`src/rtl/conway_pkg.sv`:
```
// -----------------------------------------------------------------------------
// conway_pkg
//   Shared types and helpers for the Game of Life array and its readout.
//
//   reader_state_t : readout FSM states (IDLE, SEND, DONE)
//   cell_index()   : flattened bit position of cell (r,c) on a board that is
//                    `cols` cells wide; cell (r,c) lives at bit r*cols+c.
// -----------------------------------------------------------------------------
package conway_pkg;

    typedef enum logic [1:0] {
        IDLE = 2'd0,
        SEND = 2'd1,
        DONE = 2'd2
    } reader_state_t;

    function automatic int unsigned cell_index(
        input int unsigned r,
        input int unsigned c,
        input int unsigned cols
    );
        return r * cols + c;
    endfunction

endpackage : conway_pkg

```
`src/rtl/conway_row_popcount.sv`:
```
// -----------------------------------------------------------------------------
// conway_row_popcount
//   Counts the live cells in one board row. It exists only in builds that
//   define CONWAY_READER_POPCOUNT_EN, where the board reader uses it to total
//   the population of each frame.
//
//   Parameters : COLS  - row width in cells
//   Ports      : row   - one row of cell states, bit c = column c
//                count - number of set bits in row
// -----------------------------------------------------------------------------
`ifdef CONWAY_READER_POPCOUNT_EN
module conway_row_popcount #(
    parameter int COLS = 8
) (
    input  logic [COLS-1:0]            row,
    output logic [$clog2(COLS+1)-1:0]  count
);

    localparam int CNT_W = $clog2(COLS + 1);

    always_comb begin
        count = '0;
        for (int c = 0; c < COLS; c++) begin
            count = count + CNT_W'(row[c]);
        end
    end

endmodule : conway_row_popcount
`endif

```
`src/rtl/conway_board_reader.sv`:
```
// -----------------------------------------------------------------------------
// conway_board_reader
//   Readout end of the Game of Life array. On a start request in IDLE the whole
//   flattened board is copied into a shadow register; the shadow copy is then
//   streamed out one row per beat over a valid/ready handshake. Because only
//   the shadow copy is streamed, the array may keep stepping while a frame
//   drains.
//
//   Optional feature (macro CONWAY_READER_POPCOUNT_EN): adds a `population`
//   output holding the live-cell count of the frame, final from the done pulse
//   until the next capture.
//
//   Parameters : ROWS (>= 2), COLS (>= 1)
//   Ports      : clk        - rising-edge clock
//                rst        - asynchronous active-low reset
//                board_q    - live cell states, cell (r,c) at bit r*COLS+c
//                start      - frame request, sampled only in IDLE
//                busy       - high from capture until the cycle after the last
//                             beat is accepted
//                row_valid  - row beat valid
//                row_ready  - downstream accepts the beat
//                row_data   - shadow row row_idx, bit c = cell (row_idx,c)
//                row_idx    - index of the row currently presented
//                sof / eof  - first / last row marker, qualified by row_valid
//                done       - one-cycle pulse after the last beat is accepted
//                population - (optional) live-cell count of the frame
// -----------------------------------------------------------------------------
module conway_board_reader
    import conway_pkg::*;
#(
    parameter int ROWS = 8,
    parameter int COLS = 8
) (
    input  logic                      clk,
    input  logic                      rst,
    input  logic [ROWS*COLS-1:0]      board_q,
    input  logic                      start,
    output logic                      busy,
    output logic                      row_valid,
    input  logic                      row_ready,
    output logic [COLS-1:0]           row_data,
    output logic [$clog2(ROWS)-1:0]   row_idx,
    output logic                      sof,
    output logic                      eof,
    output logic                      done
`ifdef CONWAY_READER_POPCOUNT_EN
    ,
    output logic [$clog2(ROWS*COLS+1)-1:0] population
`endif
);

    localparam int                IDX_W    = $clog2(ROWS);
    localparam int                BIT_W    = $clog2(ROWS * COLS);
    localparam logic [IDX_W-1:0]  LAST_IDX = IDX_W'(ROWS - 1);

    reader_state_t             state_q;
    reader_state_t             state_d;
    logic [ROWS*COLS-1:0]      shadow_q;
    logic [IDX_W-1:0]          idx_q;
    logic                      capture;
    logic                      accept;
    logic                      last_row;

    assign capture  = (state_q == IDLE) && start;
    assign accept   = row_valid && row_ready;
    assign last_row = (idx_q == LAST_IDX);

    // NOTE: every signal assigned in always_comb gets a default first, so no
    // path through the case statement can leave it unassigned and infer a latch.
    always_comb begin
        state_d = state_q;
        unique case (state_q)
            IDLE:    if (start)               state_d = SEND;
            SEND:    if (accept && last_row)  state_d = DONE;
            DONE:                             state_d = IDLE;
            default:                          state_d = IDLE;
        endcase
    end

    // NOTE: sequential state uses non-blocking assignments so every flop
    // samples the pre-edge values, independent of statement order.
    always_ff @(posedge clk or negedge rst) begin
        if (!rst) begin
            state_q <= IDLE;
        end else begin
            state_q <= state_d;
        end
    end

    // NOTE: the shadow board is an ordinary register bank, not a RAM, so it is
    // cleared on reset like any other flop and row_data reads 0 out of reset.
    always_ff @(posedge clk or negedge rst) begin
        if (!rst) begin
            shadow_q <= '0;
            idx_q    <= '0;
        end else if (capture) begin
            shadow_q <= board_q;
            idx_q    <= '0;
        end else if (accept && !last_row) begin
            // Holding at LAST_IDX on the final beat keeps row_idx saturated;
            // it only returns to 0 at the next capture.
            idx_q <= idx_q + 1'b1;
        end
    end

    // Outputs decode straight from the state register, so an asynchronous
    // reset drops row_valid, busy and done immediately.
    assign row_valid = (state_q == SEND);
    assign busy      = (state_q != IDLE);
    assign done      = (state_q == DONE);
    assign row_idx   = idx_q;
    assign sof       = row_valid && (idx_q == '0);
    assign eof       = row_valid && last_row;

    always_comb begin
        logic [BIT_W-1:0] bit_sel;
        row_data = '0;
        bit_sel  = '0;
        for (int unsigned c = 0; c < COLS; c++) begin
            bit_sel     = BIT_W'(cell_index(32'(idx_q), c, COLS));
            row_data[c] = shadow_q[bit_sel];
        end
    end

`ifdef CONWAY_READER_POPCOUNT_EN
    localparam int POP_W = $clog2(ROWS * COLS + 1);
    localparam int CNT_W = $clog2(COLS + 1);

    logic [CNT_W-1:0] row_count;
    logic [POP_W-1:0] pop_q;

    conway_row_popcount #(
        .COLS (COLS)
    ) u_row_popcount (
        .row   (row_data),
        .count (row_count)
    );

    // Counts are added on the handshake cycle, so a stalled beat is counted
    // exactly once.
    always_ff @(posedge clk or negedge rst) begin
        if (!rst) begin
            pop_q <= '0;
        end else if (capture) begin
            pop_q <= '0;
        end else if (accept) begin
            pop_q <= pop_q + POP_W'(row_count);
        end
    end

    assign population = pop_q;
`endif

endmodule : conway_board_reader

```
`config.mk`:
```
export PLATFORM = sky130hd
export DESIGN_NAME = conway_board_reader
export DESIGN_NICKNAME = d
export VERILOG_FILES = /design/src/rtl/conway_pkg.sv /design/src/rtl/conway_row_popcount.sv /design/src/rtl/conway_board_reader.sv
export SDC_FILE = /design/constraint.sdc
export NUM_CORES = 1
export LEC_CHECK = 0
export CAP_MARGIN = 20
export CORE_MARGIN = 2
export CORE_UTILIZATION = 49
export CTS_BUF_LIST = sky130_fd_sc_hd__clkbuf_16
export DETAILED_ROUTE_END_ITERATION = 6
export GPL_TIMING_DRIVEN = 0
export PLACE_DENSITY = 0.85
export SYNTH_ARGS = -nofsm -noshare
export SYNTH_HDL_FRONTEND = slang
export SYNTH_HIERARCHICAL = 1
export SYNTH_SLANG_ARGS = --single-unit
```
`constraint.sdc`:
```
create_clock -name clk -period 1.7 [get_ports clk]
set_input_delay 0.255 -clock clk [delete_from_list [all_inputs] [get_ports clk]]
set_output_delay 0.255 -clock clk [all_outputs]
set_load 0.02 [all_outputs]
```
==> impl_results.md, run 1 <==
- CTS max path bufs: 2
- Peak VDD IR: 1.73 mV
- Post-synth EDFFs: 0
- RSZ-0062 raised after global routing: yes
- Violated checks: setup timing
- Warnings, synthesis: 6
- Leading area contributor after synthesis: dfrtp_1
- Minimum clock period: 2.03 ns
- Cells after Synth: roughly 210
- Num Clock Sinks: 69
- Critical-path cell list: buf_12, buf_16, mux4_2, nand2_1, nand2_2, buf_6
- Synth Area in Simple Gates: under 10%
- Max frequency: 493 MHz
- CTS root buf: clkbuf_16
- Worst Path Arrival: 1.77 ns
- Tightest Pin Transition: 0.871 ns
- CTS tree: built
- Hpwl dp: 5000 um
- DRT antenna net count: 0
- Top delay family on crit path: multiplexers
- Cells taking the most area after synthesis: dfrtp_1, mux2_2, mux4_2
- Stages on the worst setup path: 6
- Power per cell area: 2030 nW/um^2
- Clock slew at reported path FFs: around 0.050 ns
- Most common cell in the netlist: dfrtp_1
- Routed via count: 2081
- Final Max Tran Viols: 0
- Fin. Hold Viols: 0
- Synth Area in Compound Gates: 0.233%
- Clock skew: ~0.0046 ns
- Final setup margin: -0.329 ns
- Antenna Cells: 0
- Grt total ovfl: 0
- Setup Viol. Count Final: 13
- Slowest cell delay on critical path: 0.51 ns
- Min-Delay Path Class: input port to asynchronous set/reset pin
- Gr usage total: around 23%
- Crit. Startpoint: row_idx[0]$_DFFE_PN0P_
- Placed inst area: 4180 sq um
- Post-synth ARST share: 100%
- 1st-iter DRT viols: 64
- Initial Utilization: 50.8%
- Vias per cell: approximately 5.4
- Synth Area in Adders: 1.16%
- GPL Wtd Cong: 0.718
- Reg2reg start: row_idx[0]$_DFFE_PN0P_
- Largest family of logic cells by synthesized area: multiplexers
- Mean Syn Cell Area: 15.6 sq um
- IO Port Bufs: a little over 80
- Status: finished with violations
- Yosys reg bits: 69
- Routed wire length: 7580 um
- Setup crit end: row_data[6]
- Drt drc: 0
- Pre-antenna DRT Iters: 4
- Synthesis-to-layout area growth: 44.9%
- Xor/xnor share of the synthesized area: less than 1%
- FF-to-FF path depth: 7
- Nets: 378
- Worst Path Buf+Inv: 3
- Reg-to-Reg End: row_idx[2]$_DFFE_PN0P_
- WL/cell: 19.5 um
- Global-route wire length before repair: 12300 um
- CP required: 1.44 ns
- Clk Latency, worst-skew pair: 0.33 ns
- CTS buffer count: 9
- Setup CP Type: flip-flop to output pin
- Vias in the first global route: 2383
- Die Footprint: around 7300 sq um
- Die W: between 80 and 90 um
- Crit path max-delay cell type: mux4_2
- Lkg Pwr: 2.01 nW
- Top post-synthesis cells by count: dfrtp_1, mux2_2, nand2_1
- Top-area cell type share of the netlist area: around 54%
- Layout cells sized above 1: 46.0%
- Worst Hold Slack: 0.0378 ns
- CP Max Fanout: 4
- Syn Std Cell Area: roughly 3200 sq um
- Num ports: between 80 and 90
- Final Cycle Share: 119%
- Synth Flop Type: dfrtp_1
- Die Ht: 85.2 um
- Post-synth net total: 278
- Initial antenna violation count: 0
- Core box area: 6350 sq um
- Max H-tree Level: 3
- Sequential area share after synthesis: 53.5%
- Cell row count: 29
- Slew HR: 41.9%
- Setup crit end kind: output pin
- Mux contribution to synthesized area: 35.3%
- Max cap viols: 0
- Hold_buf cts: 0
- Element type at the critical path start: flip-flop
- Worst R2R Setup Slack: -0.08 ns
- Non-Filler Cell Area, Final: 4680 sq um
- Post-synth cell types: 26
- Largest net degree at the start of global routing: 70
[routing by layer]
metal	global-route usage, %	share of wire [%]	vias to the layer above
met5	0	0	-
met1	28.2	40	1077
li1	-	-	937
met3	6.13	5.0	8
met4	8.66	1.4	0
met2	39.2	53	59
[worst min-delay path by stage]
stage                             start                  endpoint  depth (start not counted)  slack, ns
3_3_place_gp   shadow_q[26]$_DFFE_PN0P_  shadow_q[26]$_DFFE_PN0P_                          1       0.46
5_1_grt                             rst  shadow_q[12]$_DFFE_PN0P_                          1       0.11
3_5_place_dp                        rst   shadow_q[4]$_DFFE_PN0P_                          1       0.42
6_report                            rst  shadow_q[12]$_DFFE_PN0P_                          1       0.04
2_1_floorplan                       rst    row_idx[0]$_DFFE_PN0P_                          0      -0.04
4_1_cts                             rst  shadow_q[13]$_DFFE_PN0P_                          1       0.06
[layout make-up]
cell class                      instances  area [sq um]
Sequential cell                        69          1730
Tap cell                               77          96.3
Clock buffer                            9           225
Timing Repair Buffer                   89           933
Inverter                                3          18.8
Multi-Input combinational cell        123          1440
Fill cell                             383          1670
Clock inverter                          6          80.1
Buffer                                 12           150
[cell families (layout without fill, tap and decap cells)]
logic type                 count (synthesis)  count (layout)
AOI/OAI and AO/OA                          1               1
xor gates and xnor gates                   1               1
adders and majority gates                  3               3
buffers and inverters                     15             119
DFF                                       69              69
muxes                                     82              82
and+or+nand+nor                           36              36
[per-stage QoR]
step / cells / setup TNS [ns] / util (%) / power, mW / setup slack, ns
2_1_floorplan: 207 / 0 / - / 5.65 / 0.0140
3_5_place_dp: 367 / -5.87 / 65.8 / 6.99 / -0.710
3_3_place_gp: 367 / -136.57 / 65.8 / 6.84 / -2.15
4_1_cts: 388 / -3.06 / 72.8 / 9.38 / -0.340
6_report: 388 / -2.81 / 73.6 / 9.48 / -0.329
5_1_grt: 388 / -3.60 / 73.6 / 10.0 / -0.376
[worst reg2reg max path, cell delays in order, from the launching register on]
cell      delay, ns
dfrtp_2        0.42
buf_4          0.14
ha_1           0.19
ha_2           0.19
buf_4          0.13
and4bb_4       0.34
mux2i_1        0.20
nor2_1         0.05
[placed cells by master, fill, tap and decap left out, types with 3 or more instances in the layout]
cell             count
clkbuf_16            9
buf_12               5
mux2_1               6
mux4_2              16
buf_4                8
nor2_1               3
buf_6               13
nand2_2             16
mux2_2              48
mux2_4              10
nand2_1              9
clkdlybuf4s50_1     68
dlygate4sd2_1        3
dfrtp_1             68
[state kept, by name, summed over array words and instances, names as in the netlist]
name and cells:
row_idx 3, shadow_q 64, state_q 2
[power breakdown]
group | switching [mW] | internal, mW
clock | 0.666 | 1.26
sequential | 0.448 | 2.48
combinational | 1.90 | 2.72
total | 3.02 | 6.47
[what timing repair did]
item / in CTS / in global routing
setup buffers: 5 / 0
endpoints found under the setup margin: 14 / 15
hold endpoints to repair: 0 / 0
gates resized for setup: 79 / 16
cloned: 1 / 0
pin swaps: 8 / 3
(Power assumes the default switching activity.)
==> inputs of run 2 (changes only) <==
SYNTH_HIERARCHICAL = unset   (was 1)
==> results of run 2 <==
Same layout as run 1: the final DEF is identical, and so are final timing and power.
Among the figures that moved: Yosys warning count 6 -> 0
==> inputs of run 3 (changes only) <==
CORE_UTILIZATION = 50   (was 49)
DONT_BUFFER_PORTS = 1   (was unset)
PLACE_DENSITY = 0.7   (was 0.85)
==> run 3 against run 2 <==
  * The run ends with hold timing, setup timing left
  * Area after synthesis is the same
  * Non-clock buffer count shrank 84
  * Sequential share of layout area grew 8.7 points
  * Maximum frequency shrank 0.69%
  * Cell count shrank 21%
  * Register-to-register slack gained 0.16 ns
  * Worst setup slack lost 0.014 ns
  * Highest routed layer unchanged
==> impl_results.md, run 3 <==
- Pre-antenna DRT Iters: 6
- Max H-tree Level: 3
- Post-synth net total: 278
- WL/cell: 21.3 um
- CP required: 1.44 ns
- Mux contribution to synthesized area: 35.3%
- Crit. Startpoint: row_idx[0]$_DFFE_PN0P_
- Num Clock Sinks: 69
- Cells after Synth: 207
- Max frequency: 489 MHz
- Tightest Pin Transition: about 0.39 ns
- IO Port Bufs: 0
- Lkg Pwr: 1.63 nW
- Initial antenna violation count: 0
- Top post-synthesis cells by count: dfrtp_1, mux2_2, nand2_1
- Vias in the first global route: 1958
- Initial Utilization: roughly half
- Placed inst area: 3350 sq um
- Gr usage total: 19.9%
- Final Max Tran Viols: 0
- Drt drc: 0
- CTS max path bufs: 2
- Commonest non-fill, non-tap cells in the layout: dfrtp_1, mux2_2, mux4_2
- Final Util: between 60% and 70%
- Inst Count DP: around 280
- Worst Path Arrival: 1.79 ns
- Setup crit end: row_data[5]
- Routed wire length: 6480 um
- Max cap viols: 0
- Power per cell area: 2230 nW/um^2
- Slowest cell delay on critical path: 0.53 ns
- Synth Flop Type: dfrtp_1
- Die Ht: ~84 um
- Syn Std Cell Area: 3230 sq um
- DRT antenna net count: 0
- Hpwl dp: 4430 um
- Synth Area in Compound Gates: 0.233%
- Cell row count: 29
- Violated checks: hold timing, setup timing
- Reg2reg start: row_idx[0]$_DFFE_PN0P_
- Reg-to-Reg End: row_idx[1]$_DFFE_PN0P_
- Worst Hold Slack: -0.379 ns
- Mean Syn Cell Area: 15.6 sq um
- Sequential area share after synthesis: 53.5%
- Fin. Hold Viols: 69
- Clock skew: a little under 0.005 ns
- Non-filler cells, final: 305
- Commonest non-fill, non-tap cell in the layout: dfrtp_1
- Peak VDD IR: 1.02 mV
- Yosys reg bits: 69
- Pre-CTS WS: -0.381 ns
- Register with the most flip-flops: shadow_q
- Critical-path cell list: buf_12, buf_12, mux4_2, nand2_2, nand2_4
- Crit path max-delay cell type: mux4_2
- Min-Delay Path Class: input port to asynchronous set/reset pin
- PnR Total Power: around 8.4 mW
- Worst R2R Setup Slack: 0.08 ns
- Routed via count: 1742
- Clk Latency, worst-skew pair: 0.32 ns
- Xor/xnor share of the synthesized area: 0.271%
- Layout cells sized above 1: 57.5%
- Status: finished with violations
- Antenna Cells: 0
- Die W: 84.3 um
- Most common cell in the netlist: dfrtp_1
- FF-to-FF path depth: 5
- Core box area: 6280 sq um
- RSZ-0062 raised after global routing: yes
- Non-Filler Cell Area, Final: between 3000 and 4000 sq um
- Clock slew at reported path FFs: around 0.05 ns
- Synth Area in Simple Gates: under 10%
- Setup Viol. Count Final: 9
- Element type at the critical path start: flip-flop
- Warnings, synthesis: 0
- Vias per cell: 5.71
- CTS tree: built
- Grt total ovfl: 0
- Largest net degree at the start of global routing: 70
- Num ports: 84
- Final setup margin: -0.343 ns
- Post-synth cell types: 26
- Setup TNS: -2.83 ns
- Nets: 294
- Largest register FFs: 64
- Largest family of logic cells by synthesized area: multiplexers
- Most frequent CP cell: buf_12
- Post-synth EDFFs: 0
- CP Max Fanout: 5
- Slew HR: 73.7%
- Global-route wire length before repair: 10400 um
- Post-synth ARST share: 100%
- Top-area cell type share of the netlist area: 53.5%
- Leading area contributor after synthesis: dfrtp_1
- Final Cycle Share: 120%
- Setup crit end kind: output pin
- Setup CP Type: flip-flop to output pin
- Die Footprint: just over 7000 sq um
- Synth Area in Adders: 1.16%
- CTS root buf: clkbuf_16
- Synthesis-to-layout area growth: 17.4%
- Cells taking the most area after synthesis: dfrtp_1, mux2_2, mux4_2
- GPL Wtd Cong: 0.699
- Minimum clock period: around 2.0 ns
- CTS buffer count: 9
- 1st-iter DRT viols: 37
run 3: cell families (layout without fill, tap and decap cells):
family,count (synthesis),after routing
xor+xnor,1,1
flops,69,69
fa+ha+maj,3,3
buf+inv,15,36
mux,82,82
simple gates,36,36
compound gates,1,1
run 3: worst min-delay path by stage:
| stage | endpoint | slack, ns |
|---|---|---|
| global placement | shadow_q[51]$_DFFE_PN0P_ | -0.04 |
| finish | shadow_q[59]$_DFFE_PN0P_ | -0.38 |
| CTS | shadow_q[51]$_DFFE_PN0P_ | -0.39 |
| floorplan | row_idx[0]$_DFFE_PN0P_ | -0.04 |
| detailed placement | shadow_q[51]$_DFFE_PN0P_ | -0.04 |
| global route | shadow_q[59]$_DFFE_PN0P_ | -0.39 |
run 3: metal layers:
metal | up-vias | global-route usage (%) | part of all wire, %
li1 | 779 | - | -
met1 | 903 | 25.9 | 42
met2 | 53 | 31.0 | 51
met3 | 7 | 6.78 | 6.0
met4 | 0 | 7.94 | 1.4
met5 | - | 0 | 0
run 3: repair_timing:
item / in CTS / in global routing
gates cloned: 1 / 0
gates resized for setup: 25 / 9
hold endpoints to repair: 69 / 69
setup buffers: 4 / 0
pin swaps: 6 / 6
setup endpoints to repair: 11 / 15
run 3: cell type report:
| cell class | instances | area [sq um] |
|---|---|---|
| plain buffers | 12 | 151 |
| clock buffers | 9 | 225 |
| clock inverters | 7 | 57.6 |
| fillers | 505 | 2490 |
| inverters | 3 | 12.5 |
| multi-input cells | 123 | 1450 |
| flip-flops and latches | 69 | 1730 |
| well taps | 77 | 96.3 |
| repair buffers | 5 | 61.3 |
run 3: power by group:
part | internal (mW) | switching [mW]
Sequential | 2.49 | 0.469
Clock | 1.11 | 0.648
Combinational | 2.06 | 1.67
run 3: worst max-delay path, delay by kind of cell, from the launching register on:
kind / cells / cell delay [ns]
multiplexers: 1 / 0.53
buffers and inverters: 2 / 0.28
AND/OR/NAND/NOR: 2 / 0.19
flip-flops: 1 / 0.46
